`config.mk`:
```
export PLATFORM = sky130hd
export DESIGN_NAME = user_output_decoder
export DESIGN_NICKNAME = d
export VERILOG_FILES = /design/src/rtl/user_output_decoder.sv
export SDC_FILE = /design/constraint.sdc
export NUM_CORES = 1
export LEC_CHECK = 0
export BUFFER_PORTS_ARGS = -buffer_cell sky130_fd_sc_hd__buf_2
export CAP_MARGIN = 30
export CORE_UTILIZATION = 50
export CTS_CLUSTER_SIZE = 40
export DETAILED_ROUTE_END_ITERATION = 7
export PLACE_DENSITY = 0.83
export SYNTH_ARGS = -nofsm -noshare
export SYNTH_HDL_FRONTEND = slang
export SYNTH_SLANG_ARGS = --single-unit
```
`constraint.sdc`:
```
create_clock -name clk -period 3.3 [get_ports clk]
set_clock_uncertainty 0.15 [all_clocks]
set_input_delay 0.33 -clock clk [delete_from_list [all_inputs] [get_ports clk]]
set_output_delay 0.33 -clock clk [all_outputs]
set_load 0.01 [all_outputs]
```
`src/rtl/user_output_decoder.sv`:
```
// Decodes the 2-bit UserOutput event code: synchronize, deglitch, then emit trigger/request/timeout/error events.
// Optional saturating event counters are enabled with USER_OUTPUT_DECODER_COUNTERS_EN.
module user_output_decoder #(
    parameter int FILTER_LEN  = 4,
    parameter int TIMEOUT_CYC = 1024,
    parameter int CNT_W       = 16
) (
    input  logic             clk,
    input  logic             aresetn,
    input  logic [1:0]       UserInput,
    input  logic             Request_rdy,
    input  logic             Clear_cnt,
    output logic             Trigger_pulse,
    output logic             Request_vld,
    output logic             Timeout_pulse,
    output logic             Code_err,
    output logic             Overrun,
    output logic [1:0]       Stable_code,
    output logic [CNT_W-1:0] Trig_count,
    output logic [CNT_W-1:0] Req_count
);
    localparam logic [7:0] FLEN = 8'(FILTER_LEN);
    localparam int         TW   = (TIMEOUT_CYC < 2) ? 1 : $clog2(TIMEOUT_CYC + 1);

    typedef enum logic {R_IDLE, R_PEND} req_state_t;

    logic [1:0]    sync1, sync2, cand;
    logic [7:0]    stab_cnt, stab_nxt;
    logic          commit, commit_trig, commit_req, commit_err;
    logic [TW-1:0] tcnt;
    logic          armed;
    req_state_t    rstate;

    // Decision is taken on the next-state count so that commit outputs land 2 + FILTER_LEN cycles after an input change.
    always_comb begin
        stab_nxt = 8'd1;
        if (sync2 == cand)
            stab_nxt = (stab_cnt == 8'hff) ? stab_cnt : stab_cnt + 8'd1;
        commit = (stab_nxt == FLEN)
              && !((sync2 == cand) && (stab_cnt == FLEN))
              && (sync2 != Stable_code);
        commit_trig = commit && (sync2 == 2'b01);
        commit_req  = commit && (sync2 == 2'b10);
        commit_err  = commit && (sync2 == 2'b11);
    end

    always_ff @(posedge clk or negedge aresetn) begin
        if (!aresetn) begin
            sync1    <= 2'b00;
            sync2    <= 2'b00;
            cand     <= 2'b00;
            stab_cnt <= 8'd0;
        end else begin
            sync1    <= UserInput;
            sync2    <= sync1;
            cand     <= sync2;
            stab_cnt <= stab_nxt;
        end
    end

    always_ff @(posedge clk or negedge aresetn) begin
        if (!aresetn) begin
            Stable_code   <= 2'b00;
            Trigger_pulse <= 1'b0;
            Code_err      <= 1'b0;
        end else begin
            Trigger_pulse <= commit_trig;
            Code_err      <= commit_err;
            if (commit && !commit_err)
                Stable_code <= sync2;
        end
    end

    // Trigger restarts the window, a request closes it; a committed 00 leaves it running.
    always_ff @(posedge clk or negedge aresetn) begin
        if (!aresetn) begin
            tcnt          <= '0;
            armed         <= 1'b0;
            Timeout_pulse <= 1'b0;
        end else begin
            Timeout_pulse <= 1'b0;
            if (commit_trig && (TIMEOUT_CYC != 0)) begin
                tcnt  <= '0;
                armed <= 1'b1;
            end else if (commit_req) begin
                armed <= 1'b0;
            end else if (armed) begin
                if (tcnt == TW'(TIMEOUT_CYC - 1)) begin
                    Timeout_pulse <= 1'b1;
                    armed         <= 1'b0;
                end else begin
                    tcnt <= tcnt + 1'b1;
                end
            end
        end
    end

    always_ff @(posedge clk or negedge aresetn) begin
        if (!aresetn) begin
            rstate      <= R_IDLE;
            Request_vld <= 1'b0;
            Overrun     <= 1'b0;
        end else begin
            Overrun <= 1'b0;
            case (rstate)
                R_IDLE: begin
                    if (commit_req) begin
                        rstate      <= R_PEND;
                        Request_vld <= 1'b1;
                    end
                end
                R_PEND: begin
                    if (Request_rdy) begin
                        // Accept plus a new event in one cycle keeps the slot filled.
                        if (!commit_req) begin
                            rstate      <= R_IDLE;
                            Request_vld <= 1'b0;
                        end
                    end else if (commit_req) begin
                        Overrun <= 1'b1;
                    end
                end
            endcase
        end
    end

`ifdef USER_OUTPUT_DECODER_COUNTERS_EN
    always_ff @(posedge clk or negedge aresetn) begin
        if (!aresetn) begin
            Trig_count <= '0;
            Req_count  <= '0;
        end else if (Clear_cnt) begin
            Trig_count <= '0;
            Req_count  <= '0;
        end else begin
            if (Trigger_pulse && !(&Trig_count))
                Trig_count <= Trig_count + CNT_W'(1);
            if (Request_vld && Request_rdy && !(&Req_count))
                Req_count <= Req_count + CNT_W'(1);
        end
    end
`else
    logic unused_clear;
    assign unused_clear = Clear_cnt;
    assign Trig_count   = '0;
    assign Req_count    = '0;
`endif

endmodule

```
# After elaboration in Yosys (flattened, before gate mapping)
# Index checks and enable logic that the tools add are counted.
[word_totals] regBits=34 latchBits=0 mem_bits_rw=0 rom_bits=0 input_bits=6 out_inout_bits=39 n_memories=0
[op_classes] add_sub_neg=2 multipliers=0 n_div=0 order_cmp=0 eq_ne=14 n_shift=0 n_mux=23 n_bitwise=1 n_reduce_logical=12
[ops] operator="$mux W11" count=4
[ops] operator="$eq A8 B3 Y1 const B" count=2
[ops] operator="$mux W8" count=2
[ops] operator="$mux W1" count=15
[ops] operator="$add A11 B1 Y11 const B" count=1
[ops] operator="$eq A11 B10 Y1 const B" count=1
[ops] operator="$ne A2 B2 Y1 const B" count=5
[ops] operator="$add A8 B1 Y8 const B" count=1
[ops] operator="$eq A8 B8 Y1 const B" count=1
[ops] operator="$logic_and A1 B1 Y1" count=7
[ops] operator="$reduce_and A3 Y1" count=2
[ops] operator="$eq A2 B2 Y1 const B" count=2
[ops] operator="$pmux W1 S2" count=2
[ops] operator="$eq A2 B1 Y1 const B" count=1
[ops] operator="$eq A2 B2 Y1" count=1
[ops] operator="$logic_not A1 Y1" count=2
[ops] operator="$ne A2 B2 Y1" count=1
[ops] operator="$reduce_bool A2 Y1" count=1
[ops] operator="$not A1 Y1" count=1

# Logic depth before layout (Yosys ltp)
[depth] depth_word=10 depth_mapped=9

# Least setup slack after synthesis
# No wires, ideal clock.
[synth_timing] kind="reg-to-reg" from="register stab_cnt[0]" to="register tcnt[1]" setup_ps=82 arrival_time_ps=2275 slack_ps=792 path_stages_with_launch=10 n_path_buf=1 period_less_slack_ps=2508 cell_sequence="dfrtp_1 -> ha_1 -> clkbuf_1 -> and4_1 -> a211oi_1 -> o2111ai_1 -> a2111oi_4 -> nor2_2 -> o2bb2a_4 -> o22ai_1"
[synth_between] elab_chain_cells=9 word_cells_on_any_way=17
[synth_rtl] item="start: declaration" line_no="28" text="logic [7:0] stab_cnt, stab_nxt;"
[synth_rtl] item="start signal: assignment" line_no="57" text="stab_cnt <= stab_nxt;"
[synth_rtl] item="$add A8 B1 Y8 / $eq A8 B8 Y1 (equally long branches)" line_no="38" text="stab_nxt = (stab_cnt == 8'hff) ? stab_cnt : stab_cnt + 8'd1;"
[synth_rtl] item="$mux W8" line_no="38"
[synth_rtl] item="$mux W8" line_no="37" text="if (sync2 == cand)"
[synth_rtl] item="$eq A8 B3 Y1" line_no="39" text="commit = (stab_nxt == FLEN)"
[synth_rtl] item="$logic_and A1 B1 Y1 *" line_no="40" text="&& !((sync2 == cand) && (stab_cnt == FLEN))"
[synth_rtl] item="$logic_and A1 B1 Y1 *" line_no="41" text="&& (sync2 != Stable_code);"
[synth_rtl] item="$logic_and A1 B1 Y1, on equally long branches" line_no="42, 43"
[synth_rtl] item="$ne A2 B2 Y1 (no source line) / $reduce_bool A2 Y1 (equally long branches)"
[synth_rtl] item="$reduce_and A3 Y1 (no source line)"
[synth_rtl] item="end signal: assignment" line_no="92" text="tcnt <= tcnt + 1'b1;"
[synth_rtl] item="end: declaration" line_no="30" text="logic [TW-1:0] tcnt;"
# Mark *: on every way between the ends. The rest lies on a longest branch, timed or not.
# A chain may end at the register's enable or synchronous reset.

# Worst setup path in the final report
[layout_timing] from="register stab_cnt[1]" to="register tcnt[0]"
# Same word-level chain as after synthesis.

==> run metrics <==
status finished clean; minimum clock period 2.79 ns; Area growth syn-to-layout 2.91%; number of nets with antenna violations after routing 0; most common flop cell mapped by yosys dfrtp_1; Cell Pwr Density 420 nW/um^2; sw frac 29.9%; Critical Path AT 2.85 ns; met2 GRT Util 31.3%; first-pass GRT wire length 6690 um; clock network power share 33.1%; RSZ-0062 raised after global routing false; reg2reg path depth 8; die width 67.5 um; largest delay contributor family on the critical path compound AO/OA/AOI/OAI gates; Int Pwr 0.651 mW; fillers 379; wire per inst 13.6 um; CTS Sinks 34; final hold viol count 0; worst hold path class in -> reg; root buf cell clkbuf_8; Die Area 4560 um^2; DR DRC count 0; Worst-Margin Slew 0.762 ns; Slowest Stage Delay on Critical Path 0.55 ns; GRT Residual Overflow 0; reg2reg end tcnt[0]$_DFFE_PN0P_; hold path endpoint Overrun$_DFF_PN0_; Mapped Area 2150 um^2; crit end category flop; Max clock buf depth 2; top-count cell post-synth dfrtp_1; net switching power 0.277 mW; I/O pin count 45; number of endpoints failing setup at the final stage 0; total negative slack 0 ns; met1 GRT Util 25.8%; Final period util 84.6%; share of layout cells above drive strength 1 13.5%; worst r2r src stab_cnt[1]$_DFF_PN0_; Achievable Freq 0.358 GHz; met3 usage 5.57%; synth top area cells dfrtp_1 40%, buf_4 12%, nor2_1 3.3%; sequential power share 51.2%; Num CTS Buffers 5; Post-CTS Setup Bufs 0; vias per cell 5.52; crit-path max FO 8; CP Class reg -> reg; pin count of the biggest net entering global routing 35; Post-synth EDFFs 0; CP startpoint kind flop; final WL 4010 um; CP required 3.36 ns; syn_area_per_cell 9.34 um^2; synth cell count leaders 34 x dfrtp_1, 33 x buf_4, 19 x nor2_1, 17 x nand2_1, 14 x nand3_1; FF+latch count, synth 34; register area share after synthesis 39.6%; CTS HTree Levels 2; Starting Density 52.9%; vias post-DR 1624; Slowest cell on crit path a2111oi_4; layer with the highest usage met2; Hold Crit Depth 2; Tot Pwr 0.929 mW; Std-Cell Core Area 4060 um^2; combinational share of power 15.7%; warnings from Yosys 0; Buf/Inv on CP 0; flop-to-flop setup slack 0.51 ns; antenna violations before repair 0; gr usage total 20.4%; ANT cells 0; Die H 67.5 um; Rows 23; Hold Crit Start Request_rdy; Max-slew headroom 49.2%; DR iter-0 viols 116; GPL Wtd Cong 0.899; PostCTS Resize Cnt 0; Port Buf Inserts 11; number of global-route vias before repair 1441; critical path cell sequence ha_1 -> and4_1 -> a211oi_1 -> o2111ai_1 -> a2111oi_4 -> nor2_2 -> o2bb2a_4 -> mux2i_1; CTS tree yes; max-slew violation count 0; Yosys cell types 52; Mapped Cells 230; hold_buf cts 3; # nets final 252; Clock Pin Slew Worst Setup and Hold Paths 0.07 ns; Async SR Flop Fraction 100%; Leak 1.03 nW; post-synth top area cell dfrtp_1; drt pass-1 iters 4; share of the synthesized area in the top cell type 39.6%; peak supply drop 0.275 mV; Max Cap Violations 0; DP Wirelength 2830 um; clock latency on the worst-skew pair 0.29 ns
## placed cells by master (no fill, tap or decap), types with 2 or more instances in the layout
| cell type | synthesis | final |
|---|---|---|
| nor4_1 | 2 | 2 |
| nand3_1 | 14 | 14 |
| ha_1 | 3 | 3 |
| clkbuf_8 | 0 | 5 |
| and3_1 | 5 | 5 |
| o2bb2ai_1 | 4 | 4 |
| a211oi_1 | 3 | 3 |
| o211ai_1 | 2 | 2 |
| nor3b_1 | 5 | 5 |
| xnor2_1 | 5 | 5 |
| o21ai_0 | 3 | 3 |
| inv_1 | 12 | 12 |
| o2111ai_1 | 2 | 2 |
| nand2_1 | 17 | 17 |
| dfrtp_1 | 34 | 34 |
| o22ai_1 | 4 | 4 |
| xnor2_2 | 2 | 2 |
| o31ai_1 | 2 | 2 |
| buf_2 | 2 | 11 |
| a21oi_1 | 3 | 3 |
| and2_1 | 2 | 2 |
| nand4_1 | 7 | 7 |
| and4_1 | 3 | 3 |
| mux2i_1 | 2 | 2 |
| nor2_1 | 19 | 19 |
| and2b_1 | 2 | 2 |
| a21o_1 | 2 | 2 |
| conb_1 | 1 | 32 |
| nor3_1 | 5 | 5 |
| dlygate4sd3_1 | 0 | 3 |
| a31oi_1 | 5 | 5 |
## worst max path at each step
stage	depth (start not counted)	slack, ns	from	end
floorplan	9	0.79	stab_cnt[0]$_DFF_PN0_	tcnt[1]$_DFFE_PN0P_
global placement	8	0.57	stab_cnt[1]$_DFF_PN0_	tcnt[1]$_DFFE_PN0P_
detailed placement	8	0.55	stab_cnt[1]$_DFF_PN0_	tcnt[0]$_DFFE_PN0P_
CTS	8	0.52	stab_cnt[1]$_DFF_PN0_	tcnt[0]$_DFFE_PN0P_
global route	8	0.32	stab_cnt[1]$_DFF_PN0_	tcnt[1]$_DFFE_PN0P_
finish	8	0.51	stab_cnt[1]$_DFF_PN0_	tcnt[0]$_DFFE_PN0P_
## power groups by stage
stage | Sequential (mW) | Clock [mW] | Combinational [mW]
detailed placement | 0.484 | 0 | 0.144
CTS | 0.475 | 0.321 | 0.147
global placement | 0.482 | 0 | 0.140
global route | 0.478 | 0.335 | 0.166
finish | 0.475 | 0.307 | 0.146
floorplan | 0.481 | 0 | 0.130
## area by class of cell
type / count / area, um^2 / share of cell area [%]
flip-flops and latches: 34 / 851 / 38.5
well taps: 50 / 62.6 / 2.83
clock buffers: 5 / 68.8 / 3.11
inverters: 12 / 45.0 / 2.04
repair buffers: 15 / 92.6 / 4.19
clock inverters: 3 / 21.3 / 0.963
multi-input cells: 175 / 1070 / 48.4
## per-layer routing
metal | share of wire (%) | wire [um]
met5 | 0 | 0
met4 | 2.9 | 115
met3 | 6.7 | 267
met2 | 47 | 1900
met1 | 43 | 1730
## kinds of logic after synthesis
group | synth area share [%]
buffers and inverters | 16.0
multiplexers | 1.46
AO/OA/AOI/OAI | 14.6
other | 0.175
adder cells (fa/ha/maj) | 1.75
flip-flops | 39.6
AND/OR/NAND/NOR | 22.8
XOR/XNOR | 3.55
## flip-flops by register name (all words and copies together), names as in the netlist
register / flops
tcnt: 11
cand: 2
Code_err: 1
Stable_code: 2
armed: 1
rstate: 1
Overrun: 1
stab_cnt: 8
Request_vld: 1
Timeout_pulse: 1
Trigger_pulse: 1
sync1: 2
sync2: 2
## worst register-to-register path, cell delays in order (launching register included)
cell	delay [ns]
dfrtp_1	0.44
ha_1	0.31
and4_1	0.23
a211oi_1	0.33
o2111ai_1	0.25
a2111oi_4	0.55
nor2_2	0.09
o2bb2a_4	0.24
mux2i_1	0.13
## through the flow
step / instance area (um^2) / utilization, % / setup WS [ns] / hold WS (ns) / instances
floorplan: 2260 / - / 0.792 / -0.116 / 261
global placement: 2090 / 51.5 / 0.567 / 0.184 / 283
detailed placement: 2090 / 51.5 / 0.550 / 0.196 / 283
CTS: 2210 / 54.5 / 0.522 / 0.0584 / 294
global route: 2210 / 54.5 / 0.325 / 0.0775 / 294
finish: 2210 / 54.5 / 0.508 / 0.0730 / 294
Note: power is estimated with default switching activity, not from simulation.
